[config.mk]
export PLATFORM = sky130hd
export DESIGN_NAME = weight_load_ctrl
export DESIGN_NICKNAME = d
export VERILOG_FILES = /design/src/rtl/weight_load_ctrl.sv
export SDC_FILE = /design/constraint.sdc
export NUM_CORES = 1
export LEC_CHECK = 0
export BUFFER_PORTS_ARGS = -buffer_cell sky130_fd_sc_hd__buf_2
export CAP_MARGIN = 20
export CELL_PAD_IN_SITES_DETAIL_PLACEMENT = 1
export CELL_PAD_IN_SITES_GLOBAL_PLACEMENT = 1
export CORE_MARGIN = 4
export CORE_UTILIZATION = 30
export CTS_CLUSTER_DIAMETER = 150
export DETAILED_ROUTE_END_ITERATION = 16
export HOLD_SLACK_MARGIN = 0.12
export PLACE_DENSITY = 0.69
export SYNTH_ARGS = -nofsm -noshare
export SYNTH_HDL_FRONTEND = slang
export SYNTH_SLANG_ARGS = --single-unit
[constraint.sdc]
create_clock -name clk -period 3.05 [get_ports clk]
set_input_delay 0.305 -clock clk [delete_from_list [all_inputs] [get_ports clk]]
set_output_delay 0.305 -clock clk [all_outputs]
set_load 0.05 [all_outputs]
[src/rtl/weight_load_ctrl.sv]
// weight_load_ctrl
// Read-side sequencer for the weight-RAM -> neuron-unit demux. On start it
// walks NUM_UNITS*WPU consecutive RAM words (unit-major, slot-minor), and
// delays {valid, unit, slot} by RD_LAT cycles so that write, unit_sel and
// weight_idx line up with the RAM read data.
// Optional feature: define WLC_HOLD_EN to let `hold` stall address issue.
module weight_load_ctrl #(
  parameter  int ADDR_W = 8,
  parameter  int UNIT_W = 2,
  parameter  int WPU    = 16,
  parameter  int RD_LAT = 1,
  localparam int IDX_W  = (WPU > 1) ? $clog2(WPU) : 1
) (
  input  logic              clk,
  input  logic              rst_n,
  input  logic              start,
  input  logic [ADDR_W-1:0] base_addr,
  input  logic              hold,
  output logic [ADDR_W-1:0] ram_addr,
  output logic              ram_en,
  output logic [UNIT_W-1:0] unit_sel,
  output logic              write,
  output logic [IDX_W-1:0]  weight_idx,
  output logic              busy,
  output logic              done
);

  localparam logic [UNIT_W-1:0] UNIT_LAST = '1;
  localparam logic [UNIT_W-1:0] UNIT_ONE  = UNIT_W'(1);
  localparam logic [IDX_W-1:0]  IDX_LAST  = IDX_W'(WPU - 1);
  localparam logic [IDX_W-1:0]  IDX_ONE   = IDX_W'(1);
  localparam logic [ADDR_W-1:0] ADDR_ONE  = ADDR_W'(1);

  typedef enum logic [1:0] {
    ST_IDLE  = 2'd0,
    ST_ISSUE = 2'd1,
    ST_DRAIN = 2'd2,
    ST_DONE  = 2'd3
  } state_t;

  state_t              state_r, state_s;
  logic [UNIT_W-1:0]   unit_r, unit_s;
  logic [IDX_W-1:0]    idx_r, idx_s;
  logic [ADDR_W-1:0]   addr_r, addr_s;
  logic                en_r, en_s;
  logic                busy_r, busy_s;
  logic                done_r, done_s;
  logic                last_s;
  logic                hold_s;
  logic [RD_LAT-1:0]   pipe_v_r, pipe_v_s;
  logic [UNIT_W-1:0]   pipe_unit_r [RD_LAT];
  logic [UNIT_W-1:0]   pipe_unit_s [RD_LAT];
  logic [IDX_W-1:0]    pipe_idx_r  [RD_LAT];
  logic [IDX_W-1:0]    pipe_idx_s  [RD_LAT];

`ifdef WLC_HOLD_EN
  assign hold_s = hold;
`else
  // Stall input is present for pin compatibility but has no effect.
  logic hold_unused_s;
  assign hold_unused_s = hold;
  assign hold_s        = 1'b0;
`endif

  // The word currently presented on the RAM port is the final one of the block.
  assign last_s = (unit_r == UNIT_LAST) && (idx_r == IDX_LAST);

  // Delay pipe shift: stage 0 takes the issue presented this cycle; the unit and
  // slot fields are masked to zero when the stage carries no read.
  always_comb begin
    pipe_v_s[0]    = en_r;
    pipe_unit_s[0] = en_r ? unit_r : '0;
    pipe_idx_s[0]  = en_r ? idx_r  : '0;
    for (int i = 1; i < RD_LAT; i++) begin
      pipe_v_s[i]    = pipe_v_r[i-1];
      pipe_unit_s[i] = pipe_unit_r[i-1];
      pipe_idx_s[i]  = pipe_idx_r[i-1];
    end
  end

  // Next-state, issue counters and registered-output values.
  always_comb begin
    state_s = state_r;
    unit_s  = unit_r;
    idx_s   = idx_r;
    addr_s  = addr_r;
    en_s    = 1'b0;
    case (state_r)
      ST_IDLE: begin
        if (start) begin
          state_s = ST_ISSUE;
          unit_s  = '0;
          idx_s   = '0;
          addr_s  = base_addr;
          en_s    = 1'b1;
        end else begin
          state_s = ST_IDLE;
        end
      end
      ST_ISSUE: begin
        if (en_r && last_s) begin
          state_s = ST_DRAIN;
        end else begin
          // A held cycle leaves the pending position untouched, so issue
          // resumes at the same address once hold drops.
          en_s = !hold_s;
          if (en_r) begin
            addr_s = addr_r + ADDR_ONE;
            if (idx_r == IDX_LAST) begin
              idx_s  = '0;
              unit_s = unit_r + UNIT_ONE;
            end else begin
              idx_s  = idx_r + IDX_ONE;
            end
          end else begin
            addr_s = addr_r;
          end
        end
      end
      ST_DRAIN: begin
        if (pipe_v_s == '0) begin
          state_s = ST_DONE;
        end else begin
          state_s = ST_DRAIN;
        end
      end
      ST_DONE: begin
        state_s = ST_IDLE;
      end
      default: begin
        state_s = ST_IDLE;
      end
    endcase
    busy_s = (state_s == ST_ISSUE) || (state_s == ST_DRAIN) || (pipe_v_s != '0);
    done_s = (state_s == ST_DONE);
  end

  // FSM state register.
  always_ff @(posedge clk or negedge rst_n) begin
    if (!rst_n) begin
      state_r <= ST_IDLE;
    end else begin
      state_r <= state_s;
    end
  end

  // Issue counters, RAM port, status flags and read-latency delay pipe.
  always_ff @(posedge clk or negedge rst_n) begin
    if (!rst_n) begin
      unit_r   <= '0;
      idx_r    <= '0;
      addr_r   <= '0;
      en_r     <= 1'b0;
      busy_r   <= 1'b0;
      done_r   <= 1'b0;
      pipe_v_r <= '0;
      for (int i = 0; i < RD_LAT; i++) begin
        pipe_unit_r[i] <= '0;
        pipe_idx_r[i]  <= '0;
      end
    end else begin
      unit_r   <= unit_s;
      idx_r    <= idx_s;
      addr_r   <= addr_s;
      en_r     <= en_s;
      busy_r   <= busy_s;
      done_r   <= done_s;
      pipe_v_r <= pipe_v_s;
      for (int i = 0; i < RD_LAT; i++) begin
        pipe_unit_r[i] <= pipe_unit_s[i];
        pipe_idx_r[i]  <= pipe_idx_s[i];
      end
    end
  end

  assign ram_addr   = addr_r;
  assign ram_en     = en_r;
  assign unit_sel   = pipe_unit_r[RD_LAT-1];
  assign write      = pipe_v_r[RD_LAT-1];
  assign weight_idx = pipe_idx_r[RD_LAT-1];
  assign busy       = busy_r;
  assign done       = done_r;

endmodule

=== Word level (Yosys, flattened, before mapping) ===
Index checks and enable logic that the tools add are counted.

* Flip-flop bits (word level): 26
* Input bits: 12
* Word-level logic and storage cells: 56

* Add/sub/neg operators: 3
* Eq/ne operators: 12
* Multiplexer cells: 23
* Reduce and logical (&&, ||, !) cells: 8

{| class="wikitable"
|+ Operators with widths
! kind !! number
|-
| 2-to-1 mux 8 bit || 3
|-
| 2-to-1 mux 4 bit || 5
|-
| case mux 8 bit (2 select lines) || 1
|-
| 2-to-1 mux 2 bit || 6
|-
| equality test 2 bit (second input constant) || 5
|-
| adder 8 x 1 -> 8 bit (second input constant) || 1
|-
| inequality test 2 bit (second input constant) || 4
|-
| case mux 2 bit (4 select lines) || 1
|-
| case mux 4 bit (2 select lines) || 1
|-
| AND reduction 5 bit || 1
|-
| adder 4 x 1 -> 4 bit (second input constant) || 1
|-
| equality test 2 x 1 -> 1 bit (second input constant) || 2
|-
| equality test 4 bit (second input constant) || 1
|-
| 2-to-1 mux 1 bit || 4
|-
| case mux 2 bit (2 select lines) || 1
|-
| AND reduction 4 bit || 1
|-
| adder 2 x 1 -> 2 bit (second input constant) || 1
|-
| logical AND 1 bit || 2
|-
| zero test 2 bit || 1
|-
| logical OR 1 bit || 2
|-
| case mux 1 bit (2 select lines) || 1
|-
| nonzero test 2 bit || 1
|}

=== Depth between registers and ports, before layout ===
* Depth after elaboration: 8
* Gate-level depth with buffers: 6
* Depth with buffers taken out: 6

=== Worst setup path after synthesis ===
No wires, ideal clock.

* Path type: register to register
* From: register idx_r[0]
* To: register busy_r, in the netlist busy
* Data arrival time: 1.721 ns
* Data required time: 2.923 ns
* Slack: 1.202 ns
* Cell stages (with the launch flop): 7
* Path buffers: 0
* Path through: dfrtp_1 > ha_1 > nand4_2 > o21ai_0 > a221oi_1 > ha_1 > or2_2

* Longest elaborated chain between the ends: 8
* Elaborated cells between the ends (all ways): 9

{| class="wikitable"
|+ Ends and longest elaborated chain
! item !! line !! source
|-
| start, declared || 43 || <nowiki>logic [IDX_W-1:0] idx_r, idx_s;</nowiki>
|-
| start signal, assigned || 163 || <nowiki>idx_r <= idx_s;</nowiki>
|-
| equality test 4 bit * || 66 || <nowiki>assign last_s = (unit_r == UNIT_LAST) && (idx_r == IDX_LAST);</nowiki>
|-
| logical AND 1 bit * || 66 ||
|-
| logical AND 1 bit * || 101 || <nowiki>if (en_r && last_s) begin</nowiki>
|-
| 2-to-1 mux 2 bit * || 101 ||
|-
| case mux 2 bit (4 select lines) * || 88 || <nowiki>case (state_r)</nowiki>
|-
| net state_s[0] || 41 || <nowiki>state_t state_r, state_s;</nowiki>
|-
| equality test 2 x 1 -> 1 bit or equality test 2 bit (tied branches) || 134 || <nowiki>busy_s = (state_s == ST_ISSUE) || (state_s == ST_DRAIN) || (pipe_v_s != '0);</nowiki>
|-
| logical OR 1 bit * (2 in a row) || 134 ||
|-
| net busy_s || 46 || <nowiki>logic busy_r, busy_s;</nowiki>
|-
| end signal, assigned || 166 || <nowiki>busy_r <= busy_s;</nowiki>
|-
| end, declared || 46 ||
|}

The timed path passes the listed nets; every way through them passes the cells marked *.
A chain may end at the register's enable or synchronous reset.

=== Final worst setup path ===
Ends and elaborated chain as after synthesis.

==> out/qor.log <==
[route] average wire length per cell after detail routing 16.1 um
[floorplanning] total number of placement rows 23
[layout] fill cell total of the finished layout 490
[placement] half-perimeter wire length after detailed placement 2420 um
[critical_path] Data required, critical path 3.20 ns
[layout] area growth from synthesis to layout 20.8%
[floorplanning] standard cell core area 0.00403 mm2
[cts] clock tree root buffer cell clkbuf_8
[sta] Max-Slew Margin vs Limit 60.7%
[logic_synthesis] most area-hungry cell type in the Yosys netlist dfrtp_1
[route] number of search-and-repair iterations in the first detailed-routing pass 4
[logic_synthesis] number of enable-type register cells in the synthesized netlist 0
[cts] Setup Buffers After CTS 0
[pwr] worst-case vdd ir drop 0.538 mV
[layout] number of antenna repair diodes 0
[sta] post-route setup TNS 0 ns
[global_route] vias in the first global route 1147
[floorplanning] Ports 30
[route] final wirelength 3240 um
[route] Post-DRT Antenna Nets 0
[logic_synthesis] Post-Synthesis Mean Instance Area 10.4 um2
[critical_path] Data arrival, critical path 2.21 ns
[layout] fraction of final layout cells with drive strength greater than 1 25.2%
[logic_synthesis] total of warnings raised by yosys 0
[layout] net count of the finished layout 168
[cts] clock latency of the later-clocked register in the worst-skew pair 0.27 ns
[route] DRC violation total after the first TritonRoute iteration 32
[logic_synthesis] number of nets produced by synthesis 136
[sta] final setup skew 0.00752 ns
[cts] Resize count post-CTS 0
[floorplanning] height of the die 72.6 um
[logic_synthesis] #FFs+latches synth 26
[worst_hold_path] kind of path behind the tightest hold check in2reg
[logic_synthesis] number of cells produced by synthesis 120
[pwr] Leakage 0.713 nW
[layout] area of the multi-input gates 572 um2
[route] DRC 0
[cts] clock transition at the registers of the reported paths 0.09 ns
[global_route] total routing usage reported by global routing 13.4%
[global_route] maximum number of pins on one net before global-route repair 27
[logic_synthesis] most area-consuming cells after synthesis dfrtp_1, a21oi_1, and2_1
[critical_path] critical path startpoint category flip-flop
[sta] shortest clock period the worst path allows after layout 2.06 ns
[floorplanning] overall die width 72.6 um
[outcome] outcome finished, final reports clean
[logic_synthesis] share of the synthesized area in the top cell type 51.9%
[layout] post-layout util 37.5%
[job] Max Cap Viol 0
[layout] most common library cell in the layout ignoring fill and taps buf_2
[cts] H-Tree Level Count 1
[sta] count of final setup violators 0
[sta] ratio of final minimum period to clock period 67.4%
[critical_path] class of the most critical setup path reg2reg
[route] vias 1074
[logic_synthesis] share of flip-flops with an asynchronous set or reset after synthesis 100%
[layout] most frequent cells in the layout buf_2, dfrtp_1, a21oi_1
[logic_synthesis] mapped cell area 0.00125 mm2
[sta] count of final max-slew check failures 0
[logic_synthesis] share of synthesized area occupied by flip-flops and latches 51.9%
[floorplanning] Total Die Area 0.00527 mm2
[logic_synthesis] primary flip-flop cell chosen by synthesis mapping dfrtp_1
[floorplanning] effective utilization at floorplan 31.1%
[critical_path] Max FO, Critical Path 6
[layout] area of all sequential standard cells 651 um2
[route] vias per cell 5.34
[sta] highest attainable clock frequency 486 MHz
[cts] Max Buffers Root-to-Sink 2
[global_route] gr ovfl total 0
[sta] Hold Fails Final Rpt 0
[pwr] Power Total 1.69 mW
[sta] slew at the pin closest to its max-slew limit 0.590 ns
[sta] setup repair after global routing missed its margin false
[placement] total of buffers placed on input and output ports 28
[placement] weighted congestion reported at the end of routability-driven placement 0.789
[cts] CTS Buf Count 3
[global_route] number of antenna violations at the first check in global routing 0
[pwr] power density of the placed cells 1120 mW/mm2
[logic_synthesis] number of distinct library cell variants in the gate-level netlist after synthesis 41
[global_route] first-pass GRT wire length 5600 um
[cts] clock tree from TritonCTS built
[cts] sinks on the clock net 26
[critical_path] kind of end point of the critical path flip-flop
worst paths after layout:
check	slack (ns)	depth (start not counted)	end	startpoint
setup / recovery	0.99	6	busy	idx_r[0]
hold / removal	0.29	2	ram_addr[5]	base_addr[5]
setup reg to reg	0.99	6	busy	idx_r[0]
hold reg to reg	0.50	1	ram_addr[7]	ram_addr[7]
max in group asynchronous	2.09	2	ram_addr[2]	rst_n
min in group asynchronous	0.57	2	weight_idx[1]	rst_n
stage by stage:
| stage | std cells | worst slack (ns) | hold slack, ns | cell area, um2 |
|---|---|---|---|---|
| after floorplan | 120 | 1.20 | 0.00941 | 1250 |
| after global placement | 196 | 1.07 | 0.330 | 1450 |
| after detailed placement | 196 | 1.01 | 0.348 | 1450 |
| final | 201 | 0.994 | 0.286 | 1510 |
| after global routing | 201 | 0.850 | 0.274 | 1510 |
| after CTS | 201 | 0.987 | 0.281 | 1510 |
state kept, by name, indices dropped and copies added (netlist names):
name and cells:
unit_r 2, state_r 2, idx_r 4, write 1, ram_en 1, ram_addr 8
done 1, busy 1, weight_idx 4, unit_sel 2
cell type report:
cell class / count / area share (%)
clock buffer: 4 / 3.64
tap: 50 / 4.14
timing repair buffer: 30 / 10.4
inverter: 4 / 0.993
sequential: 26 / 43.0
multi-input combinational: 87 / 37.8
report_power, final:
| part | leakage (nW) | switching (mW) | total [mW] | internal [mW] |
|---|---|---|---|---|
| clock network | 0.0288 | 0.103 | 0.219 | 0.115 |
| logic | 0.382 | 0.578 | 0.840 | 0.261 |
| registers | 0.303 | 0.148 | 0.629 | 0.482 |
| total | 0.713 | 0.830 | 1.69 | 0.858 |
repair_timing:
item | in CTS | in global routing
setup endpoints to repair | 0 | 0
hold buffers | 1 | 0
hold endpoints to repair | 26 | 0
synthesized netlist by cell type (2+ instances only):
library cell	n
dfrtp_1	26
and2_1	8
nand3_1	6
clkbuf_1	2
o21ai_0	8
and4_1	2
ha_1	4
nor3_1	5
nor2_1	5
nand2_1	9
inv_1	4
o22ai_1	3
a21oi_1	10
layer usage:
metal,vias up,share of wire (%),GRT usage (%)
met1,524,49,18.8
met3,4,4.6,2.62
met5,-,0,0
li1,512,-,-
met2,34,46,21.2
met4,0,0.34,3.07
logic make-up (layout without fill, tap and decap cells):
| kind of cell | count (synthesis) | in the layout | share of synthesized area [%] |
|---|---|---|---|
| AOI/OAI and AO/OA | 37 | 37 | 20.5 |
| buffers and inverters | 7 | 38 | 2.40 |
| and+or+nand+nor | 44 | 44 | 19.2 |
| DFF | 26 | 26 | 51.9 |
| adders and majority gates | 4 | 4 | 4.00 |
| muxes | 2 | 2 | 2.00 |
critical path, cell delays in order (launching register included):
cell      delay, ns
dfrtp_1        0.44
ha_1           0.29
nand4_2        0.18
o21ai_0        0.11
a221oi_1       0.36
ha_1           0.29
or2_2          0.27
Power figures use the tool's default switching activity.
